**src/rtl/branch_resolve_unit.sv**
```systemverilog
// Execute-stage branch resolution: decodes the comparator flags into a
// taken decision, computes the jump target, issues a registered redirect to
// fetch, sequences a multi-cycle flush of the younger stages and keeps
// saturating conditional/taken branch counters.
module branch_resolve_unit #(
    parameter int XLEN         = 32,
    parameter int FLUSH_CYCLES = 2,
    parameter int CNT_W        = 32
) (
    input  logic            clk_i,
    input  logic            rst_ni,
    input  logic            stall_i,
    input  logic            ex_valid_i,
    input  logic            ex_is_br_i,
    input  logic            ex_is_jal_i,
    input  logic            ex_is_jalr_i,
    input  logic [2:0]      ex_funct3_i,
    input  logic [XLEN-1:0] ex_pc_i,
    input  logic [XLEN-1:0] ex_imm_i,
    input  logic [XLEN-1:0] ex_rs1_data_i,
    input  logic            br_less_i,
    input  logic            br_equal_i,
    output logic            br_unsigned_o,
    output logic            redirect_o,
    output logic [XLEN-1:0] pc_target_o,
    output logic            flush_o,
    output logic            misalign_o,
    output logic            illegal_br_o,
    output logic [CNT_W-1:0] br_count_o,
    output logic [CNT_W-1:0] taken_count_o
);

    typedef enum logic {
        IDLE  = 1'b0,
        FLUSH = 1'b1
    } state_t;

    // Flush counter is 4 bits wide, enough for the 1..15 cycle range.
    localparam logic [3:0] FLUSH_LOAD = 4'(FLUSH_CYCLES);

    state_t            state_reg;
    logic [3:0]        flush_cnt_reg;
    logic              redirect_reg;
    logic              misalign_reg;
    logic              illegal_reg;
    logic [XLEN-1:0]   target_reg;
    logic [CNT_W-1:0]  br_cnt_reg;
    logic [CNT_W-1:0]  taken_cnt_reg;

    logic              sel_jalr;
    logic              sel_jal;
    logic              sel_br;
    logic              br_illegal;
    logic              cond_taken;
    logic              taken;
    logic [XLEN-1:0]   sum_pc;
    logic [XLEN-1:0]   sum_rs1;
    logic [XLEN-1:0]   target_next;
    logic              misaligned;
    logic              resolve;
    logic              do_redirect;
    logic              do_misalign;
    logic              count_br;
    logic              count_taken;

    // The comparator only needs funct3[1] to pick signed vs unsigned compare.
    assign br_unsigned_o = ex_funct3_i[1];

    // JALR wins over JAL, which wins over a conditional branch.
    assign sel_jalr   = ex_is_jalr_i;
    assign sel_jal    = ex_is_jal_i & ~ex_is_jalr_i;
    assign sel_br     = ex_is_br_i & ~ex_is_jal_i & ~ex_is_jalr_i;
    assign br_illegal = sel_br & (ex_funct3_i[2:1] == 2'b01);

    // Conditional-branch outcome from funct3 and the comparator flags.
    always_comb begin
        cond_taken = 1'b0;
        case (ex_funct3_i)
            3'b000:  cond_taken = br_equal_i;
            3'b001:  cond_taken = ~br_equal_i;
            3'b100:  cond_taken = br_less_i;
            3'b101:  cond_taken = ~br_less_i;
            3'b110:  cond_taken = br_less_i;
            3'b111:  cond_taken = ~br_less_i;
            default: cond_taken = 1'b0;
        endcase
    end

    assign taken = sel_jalr | sel_jal | (sel_br & cond_taken);

    // Targets wrap modulo 2^XLEN; JALR clears bit 0 of its sum.
    assign sum_pc      = ex_pc_i + ex_imm_i;
    assign sum_rs1     = ex_rs1_data_i + ex_imm_i;
    assign target_next = sel_jalr ? (sum_rs1 & ~XLEN'(1)) : sum_pc;
    assign misaligned  = (target_next[1:0] != 2'b00);

    assign resolve     = ex_valid_i & ~stall_i & (state_reg == IDLE);
    assign do_redirect = resolve & taken & ~misaligned;
    assign do_misalign = resolve & taken & misaligned;
    assign count_br    = resolve & sel_br & ~br_illegal;
    assign count_taken = count_br & cond_taken;

    // Redirect/flush sequencer with registered pulse outputs.
    always_ff @(posedge clk_i or negedge rst_ni) begin
        if (!rst_ni) begin
            state_reg     <= IDLE;
            flush_cnt_reg <= 4'd0;
            redirect_reg  <= 1'b0;
            misalign_reg  <= 1'b0;
            illegal_reg   <= 1'b0;
            target_reg    <= '0;
        end else begin
            redirect_reg <= do_redirect;
            misalign_reg <= do_misalign;
            illegal_reg  <= resolve & br_illegal;
            case (state_reg)
                IDLE: begin
                    if (do_redirect) begin
                        target_reg    <= target_next;
                        state_reg     <= FLUSH;
                        flush_cnt_reg <= FLUSH_LOAD;
                    end
                end
                FLUSH: begin
                    // A stall freezes the flush so younger stages stay squashed.
                    if (!stall_i) begin
                        flush_cnt_reg <= flush_cnt_reg - 4'd1;
                        if (flush_cnt_reg == 4'd1) begin
                            state_reg <= IDLE;
                        end
                    end
                end
                default: state_reg <= IDLE;
            endcase
        end
    end

    // Saturating performance counters for conditional branches.
    always_ff @(posedge clk_i or negedge rst_ni) begin
        if (!rst_ni) begin
            br_cnt_reg    <= '0;
            taken_cnt_reg <= '0;
        end else begin
            if (count_br && (br_cnt_reg != '1)) begin
                br_cnt_reg <= br_cnt_reg + CNT_W'(1);
            end
            if (count_taken && (taken_cnt_reg != '1)) begin
                taken_cnt_reg <= taken_cnt_reg + CNT_W'(1);
            end
        end
    end

    assign redirect_o    = redirect_reg;
    assign pc_target_o   = target_reg;
    assign flush_o       = (state_reg == FLUSH);
    assign misalign_o    = misalign_reg;
    assign illegal_br_o  = illegal_reg;
    assign br_count_o    = br_cnt_reg;
    assign taken_count_o = taken_cnt_reg;

endmodule

```
**config.mk**
```make
export PLATFORM = sky130hd
export DESIGN_NAME = branch_resolve_unit
export DESIGN_NICKNAME = d
export VERILOG_FILES = /design/src/rtl/branch_resolve_unit.sv
export SDC_FILE = /design/constraint.sdc
export NUM_CORES = 1
export LEC_CHECK = 0
export BUFFER_PORTS_ARGS = -buffer_cell sky130_fd_sc_hd__buf_2
export CORE_ASPECT_RATIO = 1.1
export CORE_MARGIN = 3
export CORE_UTILIZATION = 30
export CTS_CLUSTER_DIAMETER = 200
export DETAILED_ROUTE_END_ITERATION = 8
export REMOVE_ABC_BUFFERS = 1
export SKIP_CTS_REPAIR_TIMING = 1
export SLEW_MARGIN = 5
export SYNTH_ARGS = -nofsm -noshare
export SYNTH_HDL_FRONTEND = slang
export SYNTH_SLANG_ARGS = --single-unit
export TNS_END_PERCENT = 30
```
**constraint.sdc**
```tcl
create_clock -name clk_i -period 3 [get_ports clk_i]
set_clock_uncertainty 0.1 [all_clocks]
set_input_delay 0.3 -clock clk_i [delete_from_list [all_inputs] [get_ports clk_i]]
set_output_delay 0.3 -clock clk_i [all_outputs]
set_load 0.01 [all_outputs]
```
After elaboration in Yosys (flattened, before gate mapping)
Index checks and enable logic that the tools add are counted.
{"block": "word_totals", "register_bits": 104, "latch_bits": 0, "mem_bits_rw": 0, "romBits": 0, "in_bits": 108, "out_inout_bits": 101, "elab_cells": 65, "memories": 0}
{"block": "classes", "add_sub_neg": 5, "mul": 0, "n_div": 0, "magnitude_cmp": 0, "n_eq_ne": 11, "shifts": 0, "muxes": 9, "bitwise_logic": 24, "reduce_logical": 8}
{"op": "$add 32x1->32 const B", "n": 2}
{"op": "$add 32x32->32", "n": 2}
{"op": "$ne 32x32->1 const B", "n": 2}
{"op": "$mux 32", "n": 1}
{"op": "$and 1x1->1", "n": 14}
{"op": "$eq 3x3->1 const B", "n": 4}
{"op": "$mux 4", "n": 2}
{"op": "$not 1->1", "n": 8}
{"op": "$pmux 4 s2", "n": 1}
{"op": "$eq 4x1->1 const B", "n": 1}
{"op": "$ne 2x2->1 const B", "n": 2}
{"op": "$pmux 1 s4", "n": 1}
{"op": "$reduce_and 2->1", "n": 2}
{"op": "$reduce_or 2->1", "n": 2}
{"op": "$sub 4x1->4 const B", "n": 1}
{"op": "$eq 3x1->1 const B", "n": 1}
{"op": "$logic_not 3->1", "n": 1}
{"op": "$mux 1", "n": 3}
{"op": "$eq 2x1->1 const B", "n": 1}
{"op": "$logic_and 1x1->1", "n": 2}
{"op": "$or 1x1->1", "n": 2}
{"op": "$pmux 1 s2", "n": 1}
{"op": "$reduce_bool 2->1", "n": 1}

Longest topological paths before layout
Gate-level depths: netlist of run 1.
{"block": "logic_depth", "word_depth": 9, "mapped_depth": 11, "depth_no_buf": 11}

Worst setup path before layout of run 1
No wires, ideal clock.
{"block": "synth_timing", "kind": "in2reg", "start": "input port ex_pc_i[0]", "end": "register target_reg[28] (netlist: pc_target_o[28])", "setup_ns": 0.082, "arrival_ns": 2.765, "t_required_ns": 2.818, "slack_ns": 0.053, "stages": 11, "path_buffers": 0, "path_cell_list": "ha_1 fa_1 a211oi_1 o21ai_1 a221oi_4 o21ai_1 a31oi_1 or3_1 nor2_1 or4_1 a31oi_1"}
{"block": "synth_via", "elab_chain_cells": 6}
{"item": "from (decl)", "line_no": "18", "text": "input logic [XLEN-1:0] ex_pc_i,"}
{"item": "$add 32x32->32 *", "line_no": "92", "text": "assign sum_pc = ex_pc_i + ex_imm_i;"}
{"item": "$mux 32 *", "line_no": "94", "text": "assign target_next = sel_jalr ? (sum_rs1 & ~XLEN'(1)) : sum_pc;"}
{"item": "$reduce_bool 2->1", "line_no": "95", "text": "assign misaligned = (target_next[1:0] != 2'b00);"}
{"item": "$not 1->1", "line_no": "98", "text": "assign do_redirect = resolve & taken & ~misaligned;"}
{"item": "$and 1x1->1", "line_no": "98"}
{"item": "$reduce_and 2->1 (no source line)"}
{"item": "to (signal assigned)", "line_no": "119", "text": "target_reg <= target_next;"}
{"item": "to (decl)", "line_no": "46", "text": "logic [XLEN-1:0] target_reg;"}
Every way passes the cells marked *; elsewhere a longest branch is shown, timed or not.
A chain may end at the register's enable or synchronous reset.

Final worst setup path of run 1
{"block": "layout_timing", "start": "input port ex_imm_i[0]", "end": "register target_reg[26] (netlist: pc_target_o[26])"}
{"block": "layout_via", "elab_chain_cells": 6, "word_cells_on_any_way": 7, "cone_classes": "add/sub: 2; mux: 1; bitwise: 2; reduce/logical: 2"}
{"item": "from (decl)", "line_no": "19", "text": "input logic [XLEN-1:0] ex_imm_i,"}
{"item": "$add 32x32->32 (on tied branches)", "line_no": "92, 93"}
{"item": "$mux 32 *", "line_no": "94"}
{"item": "$reduce_bool 2->1", "line_no": "95"}
{"item": "$not 1->1", "line_no": "98"}
{"item": "$and 1x1->1", "line_no": "98"}
{"item": "$reduce_and 2->1 (no source line)"}
Marks and branches as above.

==> results of run 1 <==
[cell type report]
type                    instances  share of cell area [%]
clock buffers                   9                    2.25
diodes                          1                  0.0250
clock inverters                 7                   0.563
well taps                     346                    4.33
repair buffers                267                    15.1
multi-input cells             744                    50.9
inverters                      21                   0.788
flip-flops and latches        104                    26.0
[logic make-up after synthesis]
| group | after synthesis |
|---|---|
| buffers and inverters | 50 |
| xor gates and xnor gates | 119 |
| muxes | 7 |
| AOI/OAI and AO/OA | 248 |
| DFF | 104 |
| and+or+nand+nor | 303 |
| adders and majority gates | 67 |
[cells in the final DEF (no fill, tap or decap), types with 15 or more instances in the layout]
| cell type | synthesis | routed |
|---|---|---|
| nand3_1 | 48 | 47 |
| buf_2 | 1 | 207 |
| xor2_1 | 33 | 33 |
| a21o_1 | 28 | 28 |
| ha_1 | 65 | 65 |
| inv_1 | 21 | 21 |
| o21ai_0 | 52 | 52 |
| dfrtp_1 | 104 | 104 |
| and3_1 | 15 | 15 |
| xnor2_1 | 86 | 86 |
| a21oi_1 | 76 | 76 |
| buf_4 | 1 | 57 |
| nand4_1 | 16 | 16 |
| nor2_1 | 54 | 54 |
| nand2_1 | 110 | 110 |
[critical path: cells and delay by family]
family	cells	cell delay [ns]
adder cells (fa/ha/maj)	2	0.60
buffers and inverters	3	0.43
AO/OA/AOI/OAI	7	1.43
XOR/XNOR	1	0.14
AND/OR/NAND/NOR	1	0.09
[per-layer routing]
metal	global-route usage (%)	part of all wire, %	wire [µm]	up-vias
met5	0	0	0	-
met4	5.50	2.4	588	0
met3	1.76	4.1	979	38
met2	29.3	49	11800	203
met1	22.0	45	10800	3492
li1	-	-	-	3754
[how the worst max path moves through the flow]
| stage | startpoint | end | slack [ns] | depth (start not counted) |
|---|---|---|---|---|
| floorplan | ex_pc_i[0] | pc_target_o[27] | -0.35 | 8 |
| global placement | ex_imm_i[0] | pc_target_o[26] | -0.20 | 14 |
| detailed placement | ex_imm_i[0] | pc_target_o[26] | -0.28 | 14 |
| CTS | ex_imm_i[0] | pc_target_o[26] | 0.1 | 14 |
| global route | ex_imm_i[0] | pc_target_o[26] | -0.03 | 14 |
| finish | ex_imm_i[0] | pc_target_o[26] | 0.11 | 14 |
[per-stage QoR]
stage / hold WS, ns / total power [mW] / TNS, ns / std cells
2_1_floorplan: -0.0956 / 2.86 / -4.28 / 869
3_5_place_dp: 0.0615 / 3.71 / -0.942 / 1481
5_1_grt: 0.150 / 5.15 / -0.0339 / 1499
4_1_cts: -0.322 / 4.86 / 0 / 1497
6_report: 0.149 / 4.79 / 0 / 1499
3_3_place_gp: 0.0626 / 3.69 / -0.611 / 1481
[where the power goes]
part	leakage (nW)	internal, mW	switching, mW
sequential	1.38	1.66	0.182
clock	0.142	0.574	0.546
combinational	3.42	0.794	1.04
==> reports/summary.log, run 1 <==
qor: sta.setup_repair_after_global_routing_missed_its_margin true
qor: outcome.run_status finished clean
qor: worst_setup_path.setup.worst_path.start_class primary input
qor: sta.fin_crit_sh 96.4%
qor: sta.worst-slew-pin-transition 0.591 ns
qor: die.dieHeight 176 µm
qor: worst_setup_path.critical_register_to_register_path_endpoint br_count_o[25]
qor: die.full_die_area 28200 µm²
qor: yosys.postSynthCellCount 898
qor: yosys.post_synth_and_or_nand_nor_area_fraction 18.5%
qor: global_route.grt_max_degree 59
qor: placed_design.port_buffers 208
qor: finish.layout-drive-gt1-share 25.9%
qor: finish.num-nets-final 1322
qor: routing.post_route_drc 0
qor: min_path.timing.hold.worst.start ex_is_br_i
qor: finish.multi_input_comb_area 5090 µm²
qor: sta.min_period 2.89 ns
qor: yosys.count_of_unique_library_cells_instantiated_by_yosys 63
qor: die.fp-row-count 61
qor: placed_design.hpwlAfterDp 20000 µm
qor: yosys.synth_enable_flop_cells 0
qor: clocking.cts.root.buffer_cell clkbuf_16
qor: yosys.dominant_combinational_cell_family_by_area_after_synthesis compound AO/OA/AOI/OAI gates
qor: yosys.netlist.area_leader.share 33.0%
qor: worst_setup_path.path_max_fanout 3
qor: finish.finish.utilization 39.1%
qor: yosys.yosys.area.top_type dfrtp_1
qor: worst_setup_path.critical_path_s_slowest_cell fa_1
qor: yosys.post_synth_main_area_contributors dfrtp_1 (33%), ha_1 (10%), xnor2_1 (9.6%)
qor: worst_setup_path.critical_path_class primary input to flip-flop
qor: yosys.seq_area_frac_synth 33.0%
qor: worst_setup_path.critical_path.cell_chain buf_2 -> ha_1 -> fa_1 -> a211oi_2 -> buf_4 -> o21ai_1 -> a221oi_4 -> buf_4 -> o31a_1 -> o211ai_2 -> a41oi_2 -> nor2_1 -> xnor2_1 -> o221ai_1
qor: sta.final_critical_path_setup_slack 0.107 ns
qor: yosys.post_synth_adder_cell_area 10.8%
qor: min_path.min_delay_worst_endpoint illegal_br_o
qor: clocking.clkLatencyLatePin 0.34 ns
qor: routing.number_of_vias_per_cell_after_detailed_routing 4.99
qor: yosys.yosysWarnings 0
qor: pwr.power_density 479 nW/µm²
qor: worst_setup_path.timing.critical_path.mode_cell buf_4
qor: sta.timing.max_slew.rel_slack 60.2%
qor: placed_design.place_worst_setup_slack -0.281 ns
qor: finish.filler_cell_count 2655
qor: placed_design.gp_congestion 0.877
qor: routing.first_iter_violations 410
qor: routing.drt.antenna.violating_nets 0
qor: routing.detail_route.wl_per_cell 16.1 µm
qor: sta.final_max_slew_violation_count 0
qor: min_path.worst_hold_stages 3
qor: yosys.synth_compound_area_share 20.9%
qor: global_route.globalRoute.totalOverflow 0
qor: sta.setup_viol 0
qor: min_path.class_of_the_worst_hold_path primary input to flip-flop
qor: clocking.cts.clk_slew.worst_paths 0.08 ns
qor: finish.ff_latch_area 2600 µm²
qor: yosys.postSynthRegisterBits 104
qor: flow_run.cap_viol_max_count 0
qor: routing.detailedRoute.firstPassIterationCount 5
qor: finish.area_growth_syn_to_layout 27.0%
qor: clocking.cts.htree.levels 3
qor: clocking.tritoncts built
qor: die.die_width 161 µm
qor: die.boundaryPins 209
qor: worst_setup_path.arrival_time_reported_for_the_critical_path_endpoint 3.00 ns
qor: clocking.tritoncts_num_sinks 104
qor: sta.max_clock_freq 346 MHz
qor: worst_setup_path.ff2ff_path_depth 9
qor: yosys.synthMostInstantiatedCell nand2_1
qor: clocking.cts.path.max_buffers 2
qor: worst_setup_path.regToRegSetupSlack 0.36 ns
qor: die.placeableCoreArea 25600 µm²
qor: placed_design.dpl-instance-area 9700 µm²
qor: yosys.synth_xor_xnor_area_share 13.2%
qor: yosys.postSynthAreaPerCell 8.77 µm²
qor: worst_setup_path.timing.rr.start br_count_o[10]
qor: routing.routed_wl 24100 µm
qor: yosys.synth_top_cells_by_count nand2_1 (110), dfrtp_1 (104), xnor2_1 (86)
qor: yosys.synth-async-reset-ratio 100%
qor: yosys.post_synth_instance_area 7880 µm²
qor: routing.detailroute.via_count 7487
qor: yosys.yosys-mux-area-fraction 0.937%
qor: worst_setup_path.data_required_time_of_the_worst_path 3.11 ns
qor: global_route.first_pass_grt_wire_length 38900 µm
qor: pwr.ir_drop 0.239 mV
qor: pwr.leakage 4.94 nW
qor: global_route.gr-usage-all-layers 16.9%
qor: yosys.synth_ff_type dfrtp_1
qor: die.floorplan.initialDensity 30.8%
qor: finish.finish.instance_area 10000 µm²
qor: clocking.number_of_clock_buffers_inserted_by_tritoncts 9
qor: global_route.grt_antenna_before_repair 1
qor: global_route.grt_pass1_vias 7463
qor: worst_setup_path.endpoint_kind flip-flop
qor: sta.final_hold_viols 0
qor: worst_setup_path.slowest_delay 0.40 ns
Power figures use the tool's default switching activity.
==> run 2, diff against run 1 <==
- PLACE_DENSITY_LB_ADDON: default -> 0.12
- REMOVE_ABC_BUFFERS: 1 -> default
==> reports/summary.log, run 2 (synthesis results as in run 1) <==
qor: routing.routed_wl 24500 µm
qor: flow_run.cap_viol_max_count 0
qor: placed_design.gp_congestion 0.878
qor: clocking.tritoncts built
qor: clocking.cts.htree.levels 3
qor: finish.filler_cell_count 2694
qor: global_route.gr-usage-met2 28.4%
qor: sta.timing.max_slew.rel_slack 48.0%
qor: global_route.first_pass_grt_wire_length 38700 µm
qor: pwr.power_density 478 nW/µm²
qor: die.full_die_area 28200 µm²
qor: routing.number_of_vias_per_cell_after_detailed_routing 4.90
qor: min_path.class_of_the_worst_hold_path primary input to flip-flop
qor: finish.num-nets-final 1342
qor: worst_setup_path.critical_path_class primary input to flip-flop
qor: clocking.tritoncts_num_sinks 104
qor: clocking.cts.path.max_buffers 2
qor: sta.min_period 2.84 ns
qor: finish.multi_input_comb_area 5090 µm²
qor: die.floorplan.initialDensity 30.8%
qor: finish.layout.cells.most_common_list buf_2 (207), nand2_1 (110), dfrtp_1 (104)
qor: clocking.number_of_clock_buffers_inserted_by_tritoncts 9
qor: sta.max_clock_freq 352 MHz
qor: sta.final_max_slew_violation_count 0
qor: sta.worst-slew-pin-transition 0.780 ns
qor: global_route.grt_antenna_before_repair 0
qor: pwr.report.power.total 4.84 mW
qor: finish.layout_commonest_cell buf_2
qor: placed_design.dpl-instance-area 9820 µm²
qor: global_route.gr-usage-met1 23.2%
qor: finish.finish.instance_area 10100 µm²
qor: worst_setup_path.data_required_time_of_the_worst_path 3.17 ns
qor: sta.setup_viol 0
qor: die.placeableCoreArea 25600 µm²
qor: finish.area_growth_syn_to_layout 28.6%
qor: die.dieHeight 176 µm
qor: pwr.ir_drop 0.250 mV
qor: outcome.run_status finished clean
qor: worst_setup_path.endpoint_kind flip-flop
qor: finish.layout-drive-gt1-share 27.0%
qor: clocking.clkLatencyLatePin 0.35 ns
qor: sta.setup_repair_after_global_routing_missed_its_margin false
qor: routing.detail_route.wl_per_cell 16.2 µm
qor: routing.detailedRoute.firstPassIterationCount 4
qor: global_route.grt_pass1_vias 7374
qor: sta.fin_crit_sh 94.8%
qor: global_route.m3_gr_usage 1.95%
qor: sta.final_hold_viols 0
qor: routing.post_route_drc 0
qor: finish.antenna_cells 0
qor: global_route.globalRoute.totalOverflow 0
qor: worst_setup_path.setup.worst_path.start_class primary input
qor: clocking.cts.clk_slew.worst_paths 0.07 ns
qor: worst_setup_path.path_max_fanout 5
qor: pwr.leakage 5.03 nW
qor: finish.finish.utilization 39.6%
qor: routing.first_iter_violations 466
qor: worst_setup_path.regToRegSetupSlack 0.39 ns
qor: global_route.grt_max_degree 58
qor: routing.detailroute.via_count 7431
qor: global_route.top_usage_layer met2
qor: sta.final_setup_tns 0 ns
qor: placed_design.port_buffers 208
qor: worst_setup_path.arrival_time_reported_for_the_critical_path_endpoint 3.01 ns
qor: clocking.cts.root.buffer_cell clkbuf_16
qor: placed_design.hpwlAfterDp 20100 µm
qor: finish.ff_latch_area 2600 µm²
qor: yosys.mappedNetlistNets 1073
qor: routing.drt.antenna.violating_nets 0
qor: die.die_width 161 µm
qor: die.boundaryPins 209
qor: global_route.gr-usage-all-layers 16.9%
qor: die.fp-row-count 61
-- run 2: layout make-up --
class,count,share of cell area (%)
clock buffer,11,2.30
timing repair buffer,287,16.3
clock inverter,5,0.408
inverter,21,0.778
sequential,104,25.7
multi-input combinational,744,50.3
tap,346,4.27
-- run 2: worst paths after layout --
kind                                        start           endpoint  depth (start not counted)
max in group asynchronous                  rst_ni     br_count_o[14]                          3
worst min register to register    pc_target_o[13]    pc_target_o[13]                          2
worst max register to register  taken_count_o[23]  taken_count_o[25]                          9
worst max-delay path                  ex_imm_i[0]    pc_target_o[28]                         13
min in group asynchronous                  rst_ni  taken_count_o[14]                          2
worst min-delay path                   ex_is_br_i       illegal_br_o                          3
-- run 2: critical path: stages --
cell	delay [ns]
buf_2	0.11
ha_1	0.20
fa_2	0.36
a211oi_2	0.24
buf_4	0.15
o21ai_1	0.11
a221oi_4	0.39
o21ai_2	0.13
a31oi_1	0.18
or3_1	0.14
nor2_1	0.05
or4_1	0.49
a31oi_1	0.14
-- run 2: report_power, final --
part	leakage [nW]	total [mW]	internal, mW	switching (mW)
clock	0.132	1.12	0.574	0.549
sequential	1.38	1.85	1.66	0.198
combinational	3.51	1.86	0.820	1.04
total	5.03	4.84	3.05	1.79
-- run 2: metal layers --
layer,vias up,part of all wire [%]
met2,166,47
met3,24,3.6
met5,-,0
met1,3449,48
met4,0,1.6
li1,3792,-
-- run 2: metrics by stage --
step | hold WS (ns) | worst slack, ns | cells
floorplan | -0.0956 | 0.0532 | 898
global placement | 0.332 | -0.305 | 1499
detailed placement | 0.330 | -0.349 | 1499
CTS | -0.0551 | 0.0127 | 1515
global route | 0.153 | 0.00956 | 1518
finish | 0.135 | 0.156 | 1518
==> run 3, diff against run 2 <==
- CORE_MARGIN: 3 -> default
- CORE_UTILIZATION: 30 -> 54
==> reports/summary.log, run 3 (synthesis results as in run 1) <==
qor: clocking.cts.root.buffer_cell clkbuf_16
qor: routing.detailroute.via_count 7615
qor: die.fp-row-count 45
qor: routing.detailedRoute.firstPassIterationCount 5
qor: worst_setup_path.arrival_time_reported_for_the_critical_path_endpoint 2.85 ns
qor: die.placeableCoreArea 14000 µm²
qor: global_route.grt_pass1_vias 6974
qor: global_route.globalRoute.totalOverflow 0
qor: placed_design.port_buffers 208
qor: pwr.leakage 4.96 nW
qor: clocking.cts.path.max_buffers 2
qor: placed_design.hpwlAfterDp 16800 µm
qor: pwr.power_density 495 nW/µm²
qor: sta.final_hold_viols 0
qor: global_route.grt_max_degree 70
qor: finish.layout-drive-gt1-share 25.9%
qor: sta.final_setup_tns 0 ns
qor: sta.timing.max_slew.rel_slack 62.6%
qor: die.die_width 117 µm
qor: sta.fin_crit_sh 91.2%
qor: worst_setup_path.crit_start ex_imm_i[0]
qor: sta.max_clock_freq 366 MHz
qor: sta.final_critical_path_setup_slack 0.265 ns
qor: global_route.first_pass_grt_wire_length 33500 µm
qor: sta.final_max_slew_violation_count 0
qor: worst_setup_path.setup.worst_path.start_class primary input
qor: routing.first_iter_violations 624
qor: worst_setup_path.path_max_fanout 3
qor: worst_setup_path.ff2ff_path_depth 9
qor: placed_design.gp_congestion 0.959
qor: finish.layout_commonest_cell buf_2
qor: die.dieHeight 129 µm
qor: worst_setup_path.regToRegSetupSlack 0.26 ns
qor: min_path.timing.hold.worst.start stall_i
qor: min_path.worst_hold_stages 3
qor: clocking.number_of_clock_buffers_inserted_by_tritoncts 9
qor: yosys.mappedNetlistNets 1073
qor: routing.routed_wl 20900 µm
qor: worst_setup_path.data_required_time_of_the_worst_path 3.11 ns
qor: worst_setup_path.critical_path_class primary input to flip-flop
qor: placed_design.place_worst_setup_slack -0.158 ns
qor: flow_run.cap_viol_max_count 0
qor: clocking.tritoncts_num_sinks 104
qor: sta.worst-slew-pin-transition 0.556 ns
qor: outcome.run_status finished clean
qor: min_path.min_delay_worst_endpoint flush_o
qor: clocking.tritoncts built
qor: die.boundaryPins 209
qor: worst_setup_path.critical_register_to_register_path_endpoint taken_count_o[29]
qor: finish.layout.cells.most_common_list buf_2 (207), nand2_1 (110), dfrtp_1 (104)
qor: routing.post_route_drc 0
qor: die.floorplan.initialDensity 56.2%
qor: routing.number_of_vias_per_cell_after_detailed_routing 5.67
qor: finish.antenna_cells 0
qor: global_route.grt_antenna_before_repair 0
qor: finish.finish.utilization 70.3%
qor: clocking.cts.htree.levels 3
qor: worst_setup_path.timing.rr.start taken_count_o[23]
qor: pwr.ir_drop 0.258 mV
qor: sta.whs 0.156 ns
qor: worst_setup_path.endpoint_kind flip-flop
qor: die.full_die_area 15100 µm²
qor: global_route.gr-usage-all-layers 28.3%
qor: finish.area_growth_syn_to_layout 25.1%
qor: clocking.clkLatencyLatePin 0.34 ns
qor: clocking.cts.clk_slew.worst_paths 0.07 ns
qor: routing.detail_route.wl_per_cell 15.6 µm
qor: sta.setup_repair_after_global_routing_missed_its_margin false
qor: sta.setup_viol 0
qor: min_path.class_of_the_worst_hold_path primary input to flip-flop
qor: routing.drt.antenna.violating_nets 0
qor: sta.min_period 2.74 ns
qor: finish.num-nets-final 1325
qor: pwr.report.power.total 4.89 mW
[run 3: report_power, final]
part | internal (mW) | switching (mW)
Clock | 0.734 | 0.513
Combinational | 0.801 | 0.995
Sequential | 1.66 | 0.184
Total | 3.19 | 1.69
[run 3: worst max-delay path, stage by stage]
cell,delay (ns)
buf_2,0.11
ha_1,0.20
fa_1,0.41
a211oi_2,0.26
o21ai_1,0.14
a221oi_4,0.28
buf_4,0.17
o31a_1,0.18
o211ai_2,0.12
a41oi_1,0.29
nor2_1,0.10
xnor2_1,0.15
o221ai_1,0.13
[run 3: how the worst max path moves through the flow]
stage,to,slack [ns],cells after the start
after detailed placement,pc_target_o[26],-0.16,13
after global placement,pc_target_o[26],-0.11,13
after global routing,pc_target_o[26],0.05,13
after CTS,pc_target_o[26],0.19,13
final,pc_target_o[26],0.26,13
after floorplan,pc_target_o[28],0.05,11
[run 3: cell type report]
class	count	area [µm²]
Inverter	21	78.8
Timing Repair Buffer	270	1540
Tap cell	188	235
Clock buffer	10	229
Sequential cell	104	2600
Fill cell	1155	4160
Clock inverter	6	91.3
Multi-Input combinational cell	744	5090
[run 3: routing by layer]
metal  up-vias  global-route usage (%)  routed length (µm)
met2       285                    45.4                9580
met3        44                    3.53                1280
li1       3763                       -                   -
met1      3523                    39.5                9550
met4         0                    8.94                 535
met5         -                       0                   0
[run 3: stage by stage]
| step | area [µm²] | cells |
|---|---|---|
| after floorplan | 7880 | 898 |
| after global placement | 9520 | 1326 |
| after detailed placement | 9520 | 1326 |
| after CTS | 9840 | 1342 |
| after global routing | 9860 | 1343 |
| final | 9860 | 1343 |
